<file path="src/rtl/mask_wb_packer.sv">
// mask_wb_packer: packs variable-width mask result beats into DW_B-bit mask words for the mask register file.
// Latency: a write appears on wr_* the cycle after the beat that completes it; the trailing partial word needs one extra FLUSH cycle.
// Backpressure: in_ready is high only in RUN, where one beat per cycle is accepted; IDLE and FLUSH hold it low.
//
// Ports:
//   clk, rst                 clock, asynchronous active-high reset
//   start, start_vd, busy    operation start (ignored while busy) and activity flag
//   in_valid/in_ready        beat handshake; in_bits/in_cnt/in_last carry the beat
//   wr_en/wr_addr/wr_off     per-bit write enables, register and word offset
//   wr_data_in               packed word in the low DW_B bits, upper bits zero
//   done, ovf                completion pulse, sticky overflow (cleared by start)
module mask_wb_packer #(
    parameter int VLEN       = 16384,
    parameter int ADDR_WIDTH = 5,
    parameter int DATA_WIDTH = 64,
    parameter int DW_B       = DATA_WIDTH / 8,
    parameter int OFF_BITS   = 8,
    parameter int CNT_W      = $clog2(DW_B) + 1
) (
    input  logic                  clk,
    input  logic                  rst,
    input  logic                  start,
    input  logic [ADDR_WIDTH-1:0] start_vd,
    output logic                  busy,
    input  logic                  in_valid,
    output logic                  in_ready,
    input  logic [DW_B-1:0]       in_bits,
    input  logic [CNT_W-1:0]      in_cnt,
    input  logic                  in_last,
    output logic [DW_B-1:0]       wr_en,
    output logic [ADDR_WIDTH-1:0] wr_addr,
    output logic [OFF_BITS-1:0]   wr_off,
    output logic [DATA_WIDTH-1:0] wr_data_in,
    output logic                  done,
    output logic                  ovf
);

    localparam int                  WORDS    = VLEN / DATA_WIDTH;
    localparam logic [OFF_BITS-1:0] LAST_OFF = OFF_BITS'(WORDS - 1);
    localparam logic [CNT_W:0]      DWB_V    = (CNT_W + 1)'(DW_B);

    typedef enum logic [1:0] {S_IDLE, S_RUN, S_FLUSH} state_t;

    state_t                r_state;
    logic [DW_B-1:0]       r_acc;
    logic [CNT_W-1:0]      r_fill;
    logic [OFF_BITS-1:0]   r_off;
    // Set once a word has been written at LAST_OFF; every later write is past the register end.
    logic                  r_end;
    logic                  r_busy;
    logic                  r_in_ready;
    logic [DW_B-1:0]       r_wr_en;
    logic [ADDR_WIDTH-1:0] r_wr_addr;
    logic [OFF_BITS-1:0]   r_wr_off;
    logic [DW_B-1:0]       r_wr_data;
    logic                  r_done;
    logic                  r_ovf;

    logic [DW_B-1:0]       w_bits;
    logic [2*DW_B-1:0]     w_comb;
    logic [CNT_W:0]        w_nf;
    logic [CNT_W:0]        w_rem;
    logic                  w_full;
    logic [DW_B-1:0]       w_part_en;
    logic [DW_B-1:0]       w_flush_en;

    // Bits at and above in_cnt are don't-care from the ALU, so clear them before merging.
    assign w_bits     = in_bits & ~({DW_B{1'b1}} << in_cnt);
    assign w_comb     = {{DW_B{1'b0}}, r_acc} | ({{DW_B{1'b0}}, w_bits} << r_fill);
    assign w_nf       = {1'b0, r_fill} + {1'b0, in_cnt};
    assign w_full     = (w_nf >= DWB_V);
    assign w_rem      = w_nf - DWB_V;
    assign w_part_en  = ~({DW_B{1'b1}} << w_nf);
    assign w_flush_en = ~({DW_B{1'b1}} << r_fill);

    always_ff @(posedge clk or posedge rst) begin
        if (rst) begin
            r_state    <= S_IDLE;
            r_acc      <= '0;
            r_fill     <= '0;
            r_off      <= '0;
            r_end      <= 1'b0;
            r_busy     <= 1'b0;
            r_in_ready <= 1'b0;
            r_wr_en    <= '0;
            r_wr_addr  <= '0;
            r_wr_off   <= '0;
            r_wr_data  <= '0;
            r_done     <= 1'b0;
            r_ovf      <= 1'b0;
        end else begin
            r_wr_en <= '0;
            r_done  <= 1'b0;
            case (r_state)
                S_IDLE: begin
                    if (start) begin
                        r_wr_addr  <= start_vd;
                        r_off      <= '0;
                        r_fill     <= '0;
                        r_acc      <= '0;
                        r_end      <= 1'b0;
                        r_ovf      <= 1'b0;
                        r_busy     <= 1'b1;
                        r_in_ready <= 1'b1;
                        r_state    <= S_RUN;
                    end
                end
                S_RUN: begin
                    if (in_valid) begin
                        if (w_full) begin
                            if (r_end) begin
                                r_ovf <= 1'b1;
                            end else begin
                                r_wr_en   <= '1;
                                r_wr_off  <= r_off;
                                r_wr_data <= w_comb[DW_B-1:0];
                            end
                            r_acc  <= w_comb[2*DW_B-1:DW_B];
                            r_fill <= w_rem[CNT_W-1:0];
                            // off saturates; r_end remembers that the last word is used.
                            if (r_off == LAST_OFF) begin
                                r_end <= 1'b1;
                            end else begin
                                r_off <= r_off + OFF_BITS'(1);
                            end
                        end else begin
                            r_acc  <= w_comb[DW_B-1:0];
                            r_fill <= w_nf[CNT_W-1:0];
                        end
                        if (in_last) begin
                            if (w_full && (w_rem != '0)) begin
                                r_in_ready <= 1'b0;
                                r_state    <= S_FLUSH;
                            end else begin
                                if (!w_full && (w_nf != '0)) begin
                                    if (r_end) begin
                                        r_ovf <= 1'b1;
                                    end else begin
                                        r_wr_en   <= w_part_en;
                                        r_wr_off  <= r_off;
                                        r_wr_data <= w_comb[DW_B-1:0] & w_part_en;
                                    end
                                end
                                r_done     <= 1'b1;
                                r_busy     <= 1'b0;
                                r_in_ready <= 1'b0;
                                r_state    <= S_IDLE;
                            end
                        end
                    end
                end
                S_FLUSH: begin
                    if (r_end) begin
                        r_ovf <= 1'b1;
                    end else begin
                        r_wr_en   <= w_flush_en;
                        r_wr_off  <= r_off;
                        r_wr_data <= r_acc & w_flush_en;
                    end
                    r_done  <= 1'b1;
                    r_busy  <= 1'b0;
                    r_state <= S_IDLE;
                end
                default: r_state <= S_IDLE;
            endcase
        end
    end

    assign busy       = r_busy;
    assign in_ready   = r_in_ready;
    assign wr_en      = r_wr_en;
    assign wr_addr    = r_wr_addr;
    assign wr_off     = r_wr_off;
    assign wr_data_in = {{(DATA_WIDTH - DW_B){1'b0}}, r_wr_data};
    assign done       = r_done;
    assign ovf        = r_ovf;

endmodule

</file>
<file path="config.mk">
export PLATFORM = sky130hd
export DESIGN_NAME = mask_wb_packer
export DESIGN_NICKNAME = d
export VERILOG_FILES = /design/src/rtl/mask_wb_packer.sv
export SDC_FILE = /design/constraint.sdc
export NUM_CORES = 1
export LEC_CHECK = 0
export CORE_MARGIN = 4
export CORE_UTILIZATION = 45
export CTS_CLUSTER_SIZE = 14
export DETAILED_ROUTE_END_ITERATION = 12
export PLACE_DENSITY = 0.78
export SKIP_CTS_REPAIR_TIMING = 1
export SLEW_MARGIN = 10
export SYNTH_ARGS = -nofsm -noshare
export SYNTH_HDL_FRONTEND = slang
export SYNTH_SLANG_ARGS = --single-unit
</file>
<file path="constraint.sdc">
create_clock -name clk -period 3.15 [get_ports clk]
set_input_delay 0.4725 -clock clk [delete_from_list [all_inputs] [get_ports clk]]
set_output_delay 0.4725 -clock clk [all_outputs]
set_load 0.01 [all_outputs]
</file>
==> metrics.json <==
{
  "outcome": "complete, no violations",
  "grt_max_degree": 24,
  "startpoint_type": "input pin",
  "die_height_um": 104.8,
  "floorplan.io_pins": 111,
  "critical_path.slowest_cell": "clkdlybuf4s50_1",
  "post-route-min-period_ps": 3054,
  "rrSetupSlack_ps": 390,
  "report.final.hold_viol_count": 0,
  "fp.coreArea_um2": 9196,
  "synth_largest_type_area_fraction_pct": 33.23,
  "synth-compound-area-share_pct": 25.82,
  "power.combinational.fraction_pct": 68.9,
  "synth_cells": 496,
  "rows": 35,
  "relSlewSlack_pct": 60.78,
  "cts.clk_slew.worst_paths_ps": 100,
  "placed_cells_incl_taps": 685,
  "yosysTopAreaCell": "dfrtp_1",
  "critical_path.cell_chain": "clkdlybuf4s50_1 -> ha_2 -> inv_1 -> fa_1 -> buf_4 -> xor2_4 -> buf_4 -> and2_1 -> a21oi_1 -> o31ai_4 -> buf_12 -> mux2_2",
  "adder_cell_area_share_of_the_yosys_netlist_pct": 3.442,
  "setup_viol_count_final": 0,
  "port-buffer-count": 54,
  "finalWirelength_um": 12120,
  "global_route.overflow_total": 0,
  "critPathArrivalTime_ps": 3260,
  "syn_to_layout_area_delta_pct": 21.63,
  "p_sw_mw": 2.474,
  "dieArea_um2": 10980,
  "synth.area.mux_share_pct": 5.401,
  "regToRegStartpoint": "r_fill[0]",
  "timing.critical_path.to_type": "flop",
  "critical_path_buf_inv_count": 5,
  "postRouteAntennaNets": 0,
  "rr_worst_depth": 11,
  "cts_num_sinks": 56,
  "cp_slowest_stage_delay_ps": 510,
  "r2r_end": "wr_off[6]",
  "post-route-period-util_pct": 96.94,
  "num_antenna_cells": 0,
  "globalplace.congestion": 0.9817,
  "cp.required_ps": 3360,
  "die-width_um": 104.8,
  "syn-mean-instance-area_um2": 8.501,
  "synth_edf_count": 0,
  "worstSetupPathType": "input pin to flop",
  "dp_hpwl_um": 9240,
  "max_cap_violations": 0,
  "seq_area_frac_synth_pct": 33.23,
  "synth_top_flop_cell": "dfrtp_1",
  "starting_density_pct": 45.85,
  "insertion_delay_ps": 320,
  "synth.ff_latch_count": 56,
  "design_internal_power_mw": 2.763,
  "drtIter0Drc": 472,
  "yosys-top-cells-area": "dfrtp_1, buf_4, o21ai_0, a21oi_1, nand2_1",
  "tritoncts": "built",
  "postLayoutCoreUtil_pct": 55.77,
  "clock_skew_ps": 10.21,
  "tightestPinTransition_ps": 588.3,
  "hold_crit_path_type": "input pin to asynchronous set/reset pin",
  "worst_ir_drop_vdd_mv": 0.4534,
  "synth_xor_area_share_pct": 1.217,
  "finalNonFillerCells": 693,
  "proportion_of_register_bits_with_asynchronous_set_or_reset_after_synthesis_pct": 100.0,
  "power.share.clock_pct": 9.4,
  "critical_path.top_delay_family": "buffers and inverters",
  "htree_num_levels": 2,
  "cts_root_buf": "clkbuf_8",
  "slew_violations": 0,
  "seq_power_share_pct": 21.7,
  "achievable-frequency_ghz": 0.3275,
  "cts_buffers": 5,
  "swShare_pct": 47.24,
  "via_per_inst": 5.801,
  "grt_antenna_before_repair": 0,
  "power_density_nw_per_um2": 1021,
  "drtPass1Iterations": 5,
  "power.total_mw": 5.237,
  "detailroute.via_count": 4020,
  "crit_fanout": 12,
  "combinational_family_with_the_most_area_after_synthesis": "compound AO/OA/AOI/OAI gates",
  "num-nets-final": 614,
  "detail_route.wl_per_cell_um": 17.49,
  "cts_max_path_buffers": 2,
  "grt_first_pass_wirelength_um": 19080,
  "critical-path-top-cell-by-count": "buf_4",
  "synth.cell_area_um2": 4217,
  "grt_pass1_vias": 3763,
  "synthSimpleGateAreaFrac_pct": 16.05,
  "worst_slack_at_placement_ps": -341.9,
  "post_route_cells_drive_above_1_share_pct": 15.81,
  "remaining_drc_errors": 0,
  "grtUsageTotal_pct": 21.15,
  "yosys.cell_types.count": 70,
  "fin_ws_ps": 96.31,
  "power_leakage_nw": 2.271,
  "synthesis.yosys.warnings": 0
}
placed cells by master (no fill, tap or decap), drive strengths merged, types with 7 or more instances in the layout:
cell type / n
o21ai: 36
a31oi: 9
buf: 50
clkdlybuf4s50: 54
nand3: 18
nor2: 30
dfrtp: 56
ha: 10
mux2: 14
inv: 25
o211ai: 12
conb: 56
mux2i: 7
or3: 8
nand2: 44
a21oi: 35
a21o: 8
per-stage QoR:
stage | setup TNS [ps] | area (um2) | hold slack [ps]
6_report | 0 | 5129 | 394.6
5_1_grt | -17.69 | 5129 | 436.9
4_1_cts | -44.14 | 5082 | 399.6
3_5_place_dp | -8693 | 4971 | 480.4
3_3_place_gp | -6784 | 4971 | 467.7
2_1_floorplan | 0 | 4431 | 472.5
worst max-delay path by stage:
| stage | startpoint | end | slack [ps] | cells after the start |
|---|---|---|---|---|
| detailed placement | in_cnt[0] | busy | -340 | 10 |
| finish | in_cnt[0] | wr_off[6] | 100 | 12 |
| global placement | in_cnt[0] | busy | -320 | 10 |
| floorplan | in_cnt[1] | r_off[4] | 10 | 13 |
| global route | in_cnt[0] | wr_off[6] | -20 | 12 |
| CTS | in_cnt[0] | busy | -30 | 10 |
cell type report:
cell class	instances	area, um2
clock buffers	6	72.57
clock inverters	2	38.79
fillers	823	4068
inverters	26	97.59
multi-input cells	388	2447
flip-flops and latches	56	1401
well taps	111	138.9
repair buffers	104	932.1
sequential cells by signal, summed over array words and instances (netlist names), 2 cells and up:
| name | count |
|---|---|
| r_wr_data | 8 |
| r_state | 2 |
| r_acc | 8 |
| r_fill | 4 |
| r_off | 8 |
| wr_addr | 5 |
| wr_off | 8 |
| wr_en | 8 |
synthesized netlist by cell type (all sizes together), types with 4 or more instances:
cell type and n:
a31oi 9, nand2b 4, a21o 8, buf 60
mux2i 7, inv 24, and2 5, nor2 30
or3 8, a211oi 4, o21ai 36, nand2 44
dfrtp 56, clkbuf 21, o31ai 4, mux2 14
nand3 18, o211ai 12, nor3 6, ha 10
a21oi 35, o22ai 4, nand4 6
worst reg2reg max path, cell delays in order (launching register included):
cell     delay (ps)
dfrtp_1         370
ha_2            210
inv_1            60
fa_1            400
buf_4           180
xor2_4          170
buf_4           160
and2_1          210
a21oi_1         140
o31ai_4         230
buf_12          170
mux2_2          340
cell families after synthesis:
logic type,count (synthesis)
adders and majority gates,11
AOI/OAI and AO/OA,156
DFF,56
xor gates and xnor gates,5
and+or+nand+nor,139
buffers and inverters,107
muxes,21
other,1
metal layers:
| layer | wire [um] | track usage (%) |
|---|---|---|
| met1 | 5236 | 29.09 |
| met2 | 5711 | 35.01 |
| met3 | 938 | 3.027 |
| met4 | 237 | 5.436 |
| met5 | 0 | 0 |
power groups by stage:
stage                     Combinational (mW)  Sequential, mW  Clock, mW
final                                   3.61            1.14      0.492
after global routing                    3.89            1.16      0.531
after CTS                               3.48            1.13      0.500
after detailed placement                3.46            1.15          0
after global placement                  3.41            1.13          0
after floorplan                         2.13            1.17          0
No activity file was read; power rests on OpenSTA's default activity.
